`src/rtl/loader_pkg.sv`:
```
// Shared types and RV32I encoding constants for the instruction loader and its encoder.
package loader_pkg;

  typedef enum logic [4:0] {
    K_LW   = 5'd0,  K_SW   = 5'd1,  K_ADD  = 5'd2,  K_SUB  = 5'd3,
    K_SLT  = 5'd4,  K_XOR  = 5'd5,  K_OR   = 5'd6,  K_AND  = 5'd7,
    K_ADDI = 5'd8,  K_SLTI = 5'd9,  K_XORI = 5'd10, K_ORI  = 5'd11,
    K_ANDI = 5'd12, K_BEQ  = 5'd13, K_JAL  = 5'd14, K_JALR = 5'd15
  } cmd_kind_t;

  typedef enum logic [1:0] {S_IDLE, S_LOAD, S_DONE, S_ERR} state_t;

  localparam logic [6:0] OP_LOAD   = 7'b0000011;
  localparam logic [6:0] OP_STORE  = 7'b0100011;
  localparam logic [6:0] OP_R      = 7'b0110011;
  localparam logic [6:0] OP_I      = 7'b0010011;
  localparam logic [6:0] OP_BRANCH = 7'b1100011;
  localparam logic [6:0] OP_JAL    = 7'b1101111;
  localparam logic [6:0] OP_JALR   = 7'b1100111;

  localparam logic [2:0] F3_ADD  = 3'b000;
  localparam logic [2:0] F3_SLT  = 3'b010;
  localparam logic [2:0] F3_XOR  = 3'b100;
  localparam logic [2:0] F3_OR   = 3'b110;
  localparam logic [2:0] F3_AND  = 3'b111;
  localparam logic [2:0] F3_LW   = 3'b010;
  localparam logic [2:0] F3_SW   = 3'b010;
  localparam logic [2:0] F3_BEQ  = 3'b000;
  localparam logic [2:0] F3_JALR = 3'b000;

  localparam logic [6:0] F7_BASE = 7'b0000000;
  localparam logic [6:0] F7_SUB  = 7'b0100000;

  localparam logic [31:0] NOP_INSN = 32'h00000013;

  function automatic logic in_range(input logic signed [31:0] v, input int lo, input int hi);
    return (v >= lo) && (v <= hi);
  endfunction

  // Register and immediate ALU forms share funct3.
  function automatic logic [2:0] alu_f3(input logic [4:0] kind);
    case (kind)
      K_SLT, K_SLTI: return F3_SLT;
      K_XOR, K_XORI: return F3_XOR;
      K_OR,  K_ORI:  return F3_OR;
      K_AND, K_ANDI: return F3_AND;
      default:       return F3_ADD;
    endcase
  endfunction

endpackage

```
`src/rtl/imem_program_loader_encoder.sv`:
```
// rv32_instr_encoder: combinational symbolic-command to RV32I word encoder with immediate range check.
module rv32_instr_encoder
  import loader_pkg::*;
(
  input  logic [4:0]  kind,
  input  logic [4:0]  rd,
  input  logic [4:0]  rs1,
  input  logic [4:0]  rs2,
  input  logic [31:0] imm,
  output logic [31:0] word,
  output logic        range_err
);

  logic fit_is, fit_b, fit_j;

  assign fit_is = in_range(imm, -2048, 2047);
  assign fit_b  = in_range(imm, -4096, 4094) && !imm[0];
  assign fit_j  = in_range(imm, -1048576, 1048574) && !imm[0];

  always_comb begin
    word      = NOP_INSN;
    range_err = 1'b0;
    case (kind)
      K_ADD, K_SUB, K_SLT, K_XOR, K_OR, K_AND:
        word = {(kind == K_SUB) ? F7_SUB : F7_BASE, rs2, rs1, alu_f3(kind), rd, OP_R};
      K_ADDI, K_SLTI, K_XORI, K_ORI, K_ANDI: begin
        word      = {imm[11:0], rs1, alu_f3(kind), rd, OP_I};
        range_err = !fit_is;
      end
      K_LW: begin
        word      = {imm[11:0], rs1, F3_LW, rd, OP_LOAD};
        range_err = !fit_is;
      end
      K_JALR: begin
        word      = {imm[11:0], rs1, F3_JALR, rd, OP_JALR};
        range_err = !fit_is;
      end
      K_SW: begin
        word      = {imm[11:5], rs2, rs1, F3_SW, imm[4:0], OP_STORE};
        range_err = !fit_is;
      end
      K_BEQ: begin
        word      = {imm[12], imm[10:5], rs2, rs1, F3_BEQ, imm[4:1], imm[11], OP_BRANCH};
        range_err = !fit_b;
      end
      K_JAL: begin
        word      = {imm[20], imm[10:1], imm[11], imm[19:12], rd, OP_JAL};
        range_err = !fit_j;
      end
      default: range_err = 1'b1;
    endcase
  end

endmodule

```
`src/rtl/imem_program_loader.sv`:
```
// Boot loader: encodes command stream into IMEM from address 0, holds CPU in reset until done.
// Optional running checksum of written words enabled by PROG_CHECKSUM_EN.
module imem_program_loader
  import loader_pkg::*;
#(
  parameter int DEPTH  = 256,
  parameter int ADDR_W = $clog2(DEPTH)
) (
  input  logic              clk,
  input  logic              rst,
  input  logic              start,
  input  logic              cmd_valid,
  output logic              cmd_ready,
  input  logic [4:0]        cmd_kind,
  input  logic [4:0]        cmd_rd,
  input  logic [4:0]        cmd_rs1,
  input  logic [4:0]        cmd_rs2,
  input  logic [31:0]       cmd_imm,
  input  logic              cmd_last,
  output logic              imem_we,
  output logic [ADDR_W-1:0] imem_addr,
  output logic [31:0]       imem_wdata,
  output logic              cpu_hold,
  output logic              done,
  output logic              err_imm,
  output logic              err_full,
  output logic [31:0]       checksum
);

  state_t            state;
  logic [ADDR_W-1:0] cnt;
  logic [31:0]       enc_word;
  logic              enc_err;
  logic              accept;
  logic              at_end;

  assign accept = cmd_valid && cmd_ready;
  assign at_end = (cnt == ADDR_W'(DEPTH - 1));

  rv32_instr_encoder u_enc (
    .kind      (cmd_kind),
    .rd        (cmd_rd),
    .rs1       (cmd_rs1),
    .rs2       (cmd_rs2),
    .imm       (cmd_imm),
    .word      (enc_word),
    .range_err (enc_err)
  );

  always_ff @(posedge clk or posedge rst) begin
    if (rst) begin
      state      <= S_IDLE;
      cmd_ready  <= 1'b0;
      cpu_hold   <= 1'b1;
      done       <= 1'b0;
      err_imm    <= 1'b0;
      err_full   <= 1'b0;
      cnt        <= '0;
      imem_we    <= 1'b0;
      imem_addr  <= '0;
      imem_wdata <= '0;
    end else begin
      imem_we <= accept;
      if (accept) begin
        imem_addr  <= cnt;
        imem_wdata <= enc_err ? NOP_INSN : enc_word;
        err_imm    <= err_imm | enc_err;
        cnt        <= cnt + 1'b1;
      end
      case (state)
        S_LOAD: begin
          // The accepted word is still written even when it fills the last slot.
          if (accept && cmd_last) begin
            state     <= S_DONE;
            cmd_ready <= 1'b0;
            done      <= 1'b1;
            cpu_hold  <= 1'b0;
          end else if (accept && at_end) begin
            state     <= S_ERR;
            cmd_ready <= 1'b0;
            err_full  <= 1'b1;
          end
        end
        default: begin
          if (start) begin
            state     <= S_LOAD;
            cmd_ready <= 1'b1;
            cpu_hold  <= 1'b1;
            done      <= 1'b0;
            err_imm   <= 1'b0;
            err_full  <= 1'b0;
            cnt       <= '0;
          end
        end
      endcase
    end
  end

`ifdef PROG_CHECKSUM_EN
  always_ff @(posedge clk or posedge rst) begin
    if (rst)
      checksum <= '0;
    else if (start && state != S_LOAD)
      checksum <= '0;
    else if (imem_we)
      checksum <= checksum + imem_wdata;
  end
`else
  assign checksum = '0;
`endif

endmodule
```
`config.mk`:
```
export PLATFORM = sky130hd
export DESIGN_NAME = imem_program_loader
export DESIGN_NICKNAME = d
export VERILOG_FILES = /design/src/rtl/loader_pkg.sv /design/src/rtl/imem_program_loader_encoder.sv /design/src/rtl/imem_program_loader.sv
export SDC_FILE = /design/constraint.sdc
export NUM_CORES = 1
export LEC_CHECK = 0
export ABC_AREA = 1
export BUFFER_PORTS_ARGS = -buffer_cell sky130_fd_sc_hd__buf_2
export CORE_MARGIN = 2
export CORE_UTILIZATION = 53
export CTS_CLUSTER_DIAMETER = 40
export CTS_CLUSTER_SIZE = 10
export DETAILED_ROUTE_END_ITERATION = 16
export MAX_ROUTING_LAYER = met4
export PLACE_DENSITY = 0.93
export SYNTH_ARGS = -nofsm -noshare
export SYNTH_HDL_FRONTEND = slang
export SYNTH_SLANG_ARGS = --single-unit
```
`constraint.sdc`:
```
create_clock -name clk -period 4.39 [get_ports clk]
set_clock_uncertainty 0.05 [all_clocks]
set_input_delay 0.6585 -clock clk [delete_from_list [all_inputs] [get_ports clk]]
set_output_delay 0.6585 -clock clk [all_outputs]
set_load 0.01 [all_outputs]
```
==> flow_summary.ini, run 1 <==
[worst_setup_path]
critical_path_buf_inv_count = 3
critical_path_class = input pin to register
path_depth = 11
worst_setup_path_end_kind = register
crit_family = simple AND/OR/NAND/NOR gates
reg2reg_depth = 10
crit_path_top_delay_cell = inv_1
critical_path.max_stage_delay_ns = 0.57
cp.required_ns = 4.53
cp_max_fo = 25
cp.arrival_ns = 2.75
critPathMostFrequentCell = nand2_1
path_cells = buf_2, nand2_1, inv_1, nand2_1, nor3_1, nand2_1, inv_1, nand3_1, nor2_1, xor2_1, nor2_1
cp-start-kind = input pin

[floorplan]
die_height_um = 83.5
core-area_mm2 = 0.00603
io_pins = 135
dieArea_mm2 = 0.00696
rows = 28
die_x_um = 83.5
start_util_pct = 55.5

[timing]
clock.fmax_ghz = 0.383
finalHoldViolations = 0
setup_slack_ns = 1.78
fin_crit_ns = 2.61
maxSlewViolCount = 0
tightest_slew_ns = 1.11
setup_violations = 0
rsz0062_at_grt = no
timing.max_slew.rel_slack_pct = 25.7
tns_ns = 0
min_period_over_period_pct = 59.4

[hold_path]
worstHoldPathCells = 2
hp-class = register to register

[final_layout]
drive_gt1_share_pct = 23.2
multiInputGateArea_mm2 = 0.00160
fillers = 557
area.growth.synth_to_final_pct = 16.2
post-route-cell-area_mm2 = 0.00389
insertedDiodeCount = 0
fin_nets = 635
seq_area_mm2 = 0.00138

[detailed_routing]
detail-route-antenna-nets = 0
first_iter_violations = 177
num_vias = 3286
first_pass_iters = 4
vias_per_cell = 5.03
wl_per_cell_um = 12.7
drc = 0
wirelength_um = 8310

[yosys]
ys_seq_area_share_pct = 41.2
netlist_top_cells_area = dfrtp_1, nand2_1, buf_4
syn-instance-count = 478
synth-seq-cells = 55
ys.warnings.count = 0
avgSynthCellArea_um2 = 7.00
yosysUniqueCellTypes = 35
syn_area_mm2 = 0.00335
synth_top_area_share_pct = 40.4
post-synth-top-area-cell = dfrtp_1

[clock_tree]
clockBufferDepth = 2
cts_buffers = 5
root_buffer = clkbuf_8
cts_hold_buf = 0
cts_tree = built
cts-resized-gates = 0
clk_latency_ns = 0.31
clkTransAtPathRegs_ns = 0.09
htree_num_levels = 2
postCtsSetupBuffers = 0
cts.sinks = 55

[status]
status = finished, final reports clean

[global_routing]
antenna_found_initial = 0
grt_pass1_wl_um = 14100
grt_usage_pct = 25.0
grt_max_degree = 56
grt_overflow = 0
grt_pass1_vias = 3235

[job]
maxCapViolCount = 0

[power]
ir_drop_v = 0.000246
p_leak_uw = 0.00222
power_uw = 1350
p_per_area_mw_per_mm2 = 348

[placed_design]
gp_congestion = 0.833
dpl.hpwl_um = 6570
io_buffers = 102
postPlaceCellArea_mm2 = 0.00378
dp_slack_ns = 1.45
[tightest hold or removal path, stage by stage (launching register included)]
cell,delay (ns)
dfstp_2,0.38
nand2_1,0.05
nand2_1,0.05
[synth_stat cells (all sizes together)]
cell type,count
conb,1
nand2,176
o32ai,1
o211ai,2
dfrtp,54
nor2,65
a32o,1
o21ai,44
clkbuf,7
inv,50
o221ai,2
a21oi,8
and2,2
a21boi,1
or2,1
ha,1
o21a,1
buf,35
nand4,2
nand3,17
dfstp,1
a21o,1
nor3,4
xor2,1
[power breakdown]
group / switching [µW] / internal (µW)
Clock: 164 / 170
Sequential: 43.0 / 585
Combinational: 262 / 128
[final timing paths]
kind                           start             end  slack (ns)
max reg2reg                cmd_ready          cnt[7]        1.82
max                        cmd_valid          cnt[7]        1.78
max in group asynchronous        rst  imem_wdata[20]        3.03
min reg2reg                 cpu_hold        cpu_hold        0.43
min in group asynchronous        rst   imem_wdata[1]        0.57
min                         cpu_hold        cpu_hold        0.43
[sequential cells by signal (all words and copies together), names as in the netlist, 2 cells and up]
register	count
cnt	8
imem_addr	8
state	2
imem_wdata	31
[area by class of cell]
class	instances	share of cell area [%]
Clock buffer	6	1.87
Inverter	50	4.83
Clock inverter	2	0.966
Tap cell	75	2.41
Timing Repair Buffer	103	13.3
Sequential cell	55	35.4
Multi-Input combinational cell	362	41.2
[per-layer routing]
layer  vias up  GRT usage (%)  part of all wire (%)  routed length, µm
li1       1621              -                     -                  -
met1      1507           29.0                    41               3390
met2       141           43.4                    50               4180
met3        17           4.75                   6.9                577
met4         0           9.24                   2.1                172
met5         -              -                     0                  0
[through the flow]
step / util [%] / hold slack (ns) / std cells
final: 64.5 / 0.426 / 653
after global routing: 64.5 / 0.456 / 653
after CTS: 64.5 / 0.426 / 653
after detailed placement: 62.7 / 0.412 / 645
after global placement: 62.7 / 0.398 / 645
after floorplan: - / 0.401 / 509
[kinds of logic (layout without fill, tap and decap cells)]
group / after synthesis / count (layout) / share of synthesized area [%]
DFF: 55 / 55 / 41.2
xor gates and xnor gates: 1 / 1 / 0.262
buffers and inverters: 92 / 161 / 14.5
AOI/OAI and AO/OA: 61 / 61 / 10.1
other: 1 / 32 / 0.112
and+or+nand+nor: 267 / 267 / 33.5
adders and majority gates: 1 / 1 / 0.374
[placed cells by master (no fill, tap or decap)]
cell,n
clkbuf_8,5
ha_1,1
o211ai_1,2
nor2_2,1
nand4_1,2
inv_2,5
bufinv_16,1
o21ai_0,43
o21ai_2,1
a21boi_0,1
nand2_4,1
buf_2,102
nand3_2,1
xor2_1,1
clkinvlp_4,1
inv_1,45
o221ai_1,2
nor2_1,60
a21o_1,1
nor2_4,4
nand2_1,168
nand3_1,15
dfrtp_1,54
and2_0,1
a21oi_1,8
conb_1,32
a32o_1,1
or2_2,1
clkbuf_1,1
and2_1,1
buf_4,1
nand2_2,7
nand3_4,1
o21a_1,1
nor3_1,3
nor3_2,1
dfstp_2,1
o32ai_1,1
Note: power is estimated with default switching activity, not from simulation.
==> run 2: changes to the inputs <==
- ABC_AREA: 1 -> 0
- CORE_UTILIZATION: 53 -> 48
- PLACE_DENSITY: 0.93 -> 0.86
- clock period: 4.39 -> 2.7 ns (I/O delays scaled with it)
==> run 2 against run 1 <==
  * The run now ends with design-rule violations left
  * Final cell count is 21% lower
  * Clock power is 44% higher
  * Power is 78% higher
  * Via count is 17% lower
  * Combinational power is 110% higher
  * Synthesized cell count is 28% lower
  * Die area is 5.8% higher
  * Sequential cell count stayed put
==> flow_summary.ini, run 2 <==
[power]
ir_drop_v = 0.000339
p_leak_uw = 0.00199
p_per_area_mw_per_mm2 = 640
power_uw = 2400

[status]
violations = design-rule violations
status = complete, but fails checks

[yosys]
async_reset_ff_share_pct = 100
syn_area_mm2 = 0.00321
yosys.area_share.simple_pct = 19.4
synthXorXnorAreaFrac_pct = 1.36
synth_top_area_share_pct = 42.0
synth-compound-area-share_pct = 20.0
ys.warnings.count = 0
syn-instance-count = 345
ys_seq_area_share_pct = 42.9
netlist_top_cells_area = dfrtp_1, nand2_1, buf_4
yosysMostFrequentCell = nand2_1
yosys_most_used_dff = dfrtp_1
yosysUniqueCellTypes = 52
muxShareOfSynthArea_pct = 4.05
synth-edff-count = 0
synth_top_family_by_area = compound AO/OA/AOI/OAI gates
avgSynthCellArea_um2 = 9.32
synth-seq-cells = 55
synthAdderAreaFrac_pct = 0.389
post-synth-top-area-cell = dfrtp_1
ys_top_cells_by_count = nand2_1, dfrtp_1, buf_4, nor2_1, o31ai_2

[detailed_routing]
drc = 11
num_vias = 2716
vias_per_cell = 5.23
wl_per_cell_um = 14.4
detail-route-antenna-nets = 0
wirelength_um = 7490
first_pass_iters = 11
first_iter_violations = 195

[clock_tree]
cts-resized-gates = 0
cts_tree = built
postCtsSetupBuffers = 0
cts_hold_buf = 0
htree_num_levels = 2
cts_buffers = 5
clk_latency_ns = 0.30
clkTransAtPathRegs_ns = 0.10
cts.sinks = 55
clockBufferDepth = 2
root_buffer = clkbuf_8

[floorplan]
core-area_mm2 = 0.00642
die_height_um = 85.8
start_util_pct = 50.0
rows = 29
io_pins = 135
dieArea_mm2 = 0.00737
die_x_um = 85.8

[timing]
fin_crit_ns = 2.21
timing.max_slew.rel_slack_pct = 50.3
fin_hold_ws_ns = 0.166
clock.fmax_ghz = 0.453
tightest_slew_ns = 0.744
setup_violations = 0
maxSlewViolCount = 0
min_period_over_period_pct = 81.7
tns_ns = 0
finalHoldViolations = 0
rsz0062_at_grt = no

[worst_setup_path]
crit_path_top_delay_cell = a221o_1
critical_path.max_stage_delay_ns = 0.39
worst_setup_path_end_kind = register
cp.required_ns = 2.86
critPathMostFrequentCell = o31ai_1
critical_path_class = input pin to register
cp.arrival_ns = 2.37
crit_family = compound AO/OA/AOI/OAI gates
critical_path_buf_inv_count = 2
cp_max_fo = 23
cp-start-kind = input pin
path_cells = buf_2, nand2b_1, o31ai_1, a221o_1, a211oi_4, nand2_4, buf_4, o31ai_1

[global_routing]
grt_overflow = 0
grt_pass1_vias = 2473
grt_usage_pct = 21.4
grt_pass1_wl_um = 12100
grt_max_degree = 66
antenna_found_initial = 0

[placed_design]
io_buffers = 102
gp_congestion = 0.861
dpl.hpwl_um = 5700
dpl.cell_count = 511

[final_layout]
drive_gt1_share_pct = 33.7
final_cells = 519
area.growth.synth_to_final_pct = 16.7
fin_nets = 499
final_common_cell = buf_2
regMostFlops = imem_wdata
insertedDiodeCount = 0
reg_top3 = imem_wdata x31, cnt x8, imem_addr x8
largest_reg_flops = 31
layout_common_cells = buf_2, nand2_1, dfrtp_1, conb_1, nor2_1

[hold_path]
hp-class = input pin to asynchronous set/reset pin

[job]
maxCapViolCount = 0
==> run 2: cell types whose count changed after synthesis, sizes merged, moves of 7 or more <==
cell | previous run | this run
mux2i | 0 | 13
nand2 | 176 | 73
nand4 | 2 | 9
a21oi | 8 | 16
nand3 | 17 | 2
nor2 | 65 | 22
inv | 50 | 10
o21ai | 44 | 13
o31ai | 0 | 25
==> run 2: report_power, final <==
group          switching, µW  internal (µW)  leakage [µW]  total [µW]
Sequential               101            990      0.000727        1090
Clock                    271            211     0.0000484         482
Combinational            521            308       0.00122         828
==> run 2: final timing paths <==
check | start | to | slack (ns) | depth (start not counted)
worst max-delay path | cmd_kind[1] | imem_wdata[28] | 0.49 | 8
worst min-delay path | rst | imem_we | 0.17 | 2
worst max register to register | cmd_ready | cnt[7] | 0.94 | 5
worst min register to register | imem_wdata[2] | imem_wdata[2] | 0.42 | 2
max in group asynchronous | rst | imem_wdata[19] | 1.77 | 3
min in group clk | start | state[1] | 0.28 | 2
==> run 2: cells by family (layout without fill, tap and decap cells) <==
group | Yosys count | count (layout)
multiplexers | 13 | 13
other | 1 | 32
AND/OR/NAND/NOR | 135 | 135
adder cells (fa/ha/maj) | 1 | 1
buffers and inverters | 62 | 128
XOR/XNOR | 5 | 5
AO/OA/AOI/OAI | 73 | 73
flip-flops | 55 | 55
==> run 2: per-layer routing <==
| metal | GRT usage (%) | part of all wire, % | vias to the layer above |
|---|---|---|---|
| li1 | - | - | 1327 |
| met1 | 28.9 | 44 | 1276 |
| met2 | 33.7 | 48 | 103 |
| met3 | 2.89 | 5.7 | 10 |
| met4 | 6.49 | 1.5 | 0 |
| met5 | - | 0 | - |
==> run 2: final cells by class <==
| type | count | area, µm² |
|---|---|---|
| fill | 614 | 2670 |
| inverter | 10 | 37.5 |
| timing repair buffer | 110 | 571 |
| multi-input combinational | 259 | 1580 |
| clock buffer | 7 | 86.3 |
| tap | 77 | 96.3 |
| clock inverter | 1 | 8.76 |
| sequential | 55 | 1380 |
==> run 2: worst reg2reg max path: stages (launching register included) <==
cell     delay, ns
dfrtp_1       0.40
nand2_2       0.06
inv_1         0.34
nand4_1       0.29
or3_1         0.41
a21oi_1       0.15
==> run 2: metrics by stage <==
step | setup WS (ns) | utilization [%] | cell area [µm²]
6_report | 0.494 | 58.4 | 3750
2_1_floorplan | 0.550 | - | 3330
5_1_grt | 0.325 | 58.4 | 3750
3_5_place_dp | 0.188 | 56.9 | 3660
3_3_place_gp | 0.249 | 56.9 | 3660
4_1_cts | 0.509 | 58.4 | 3750
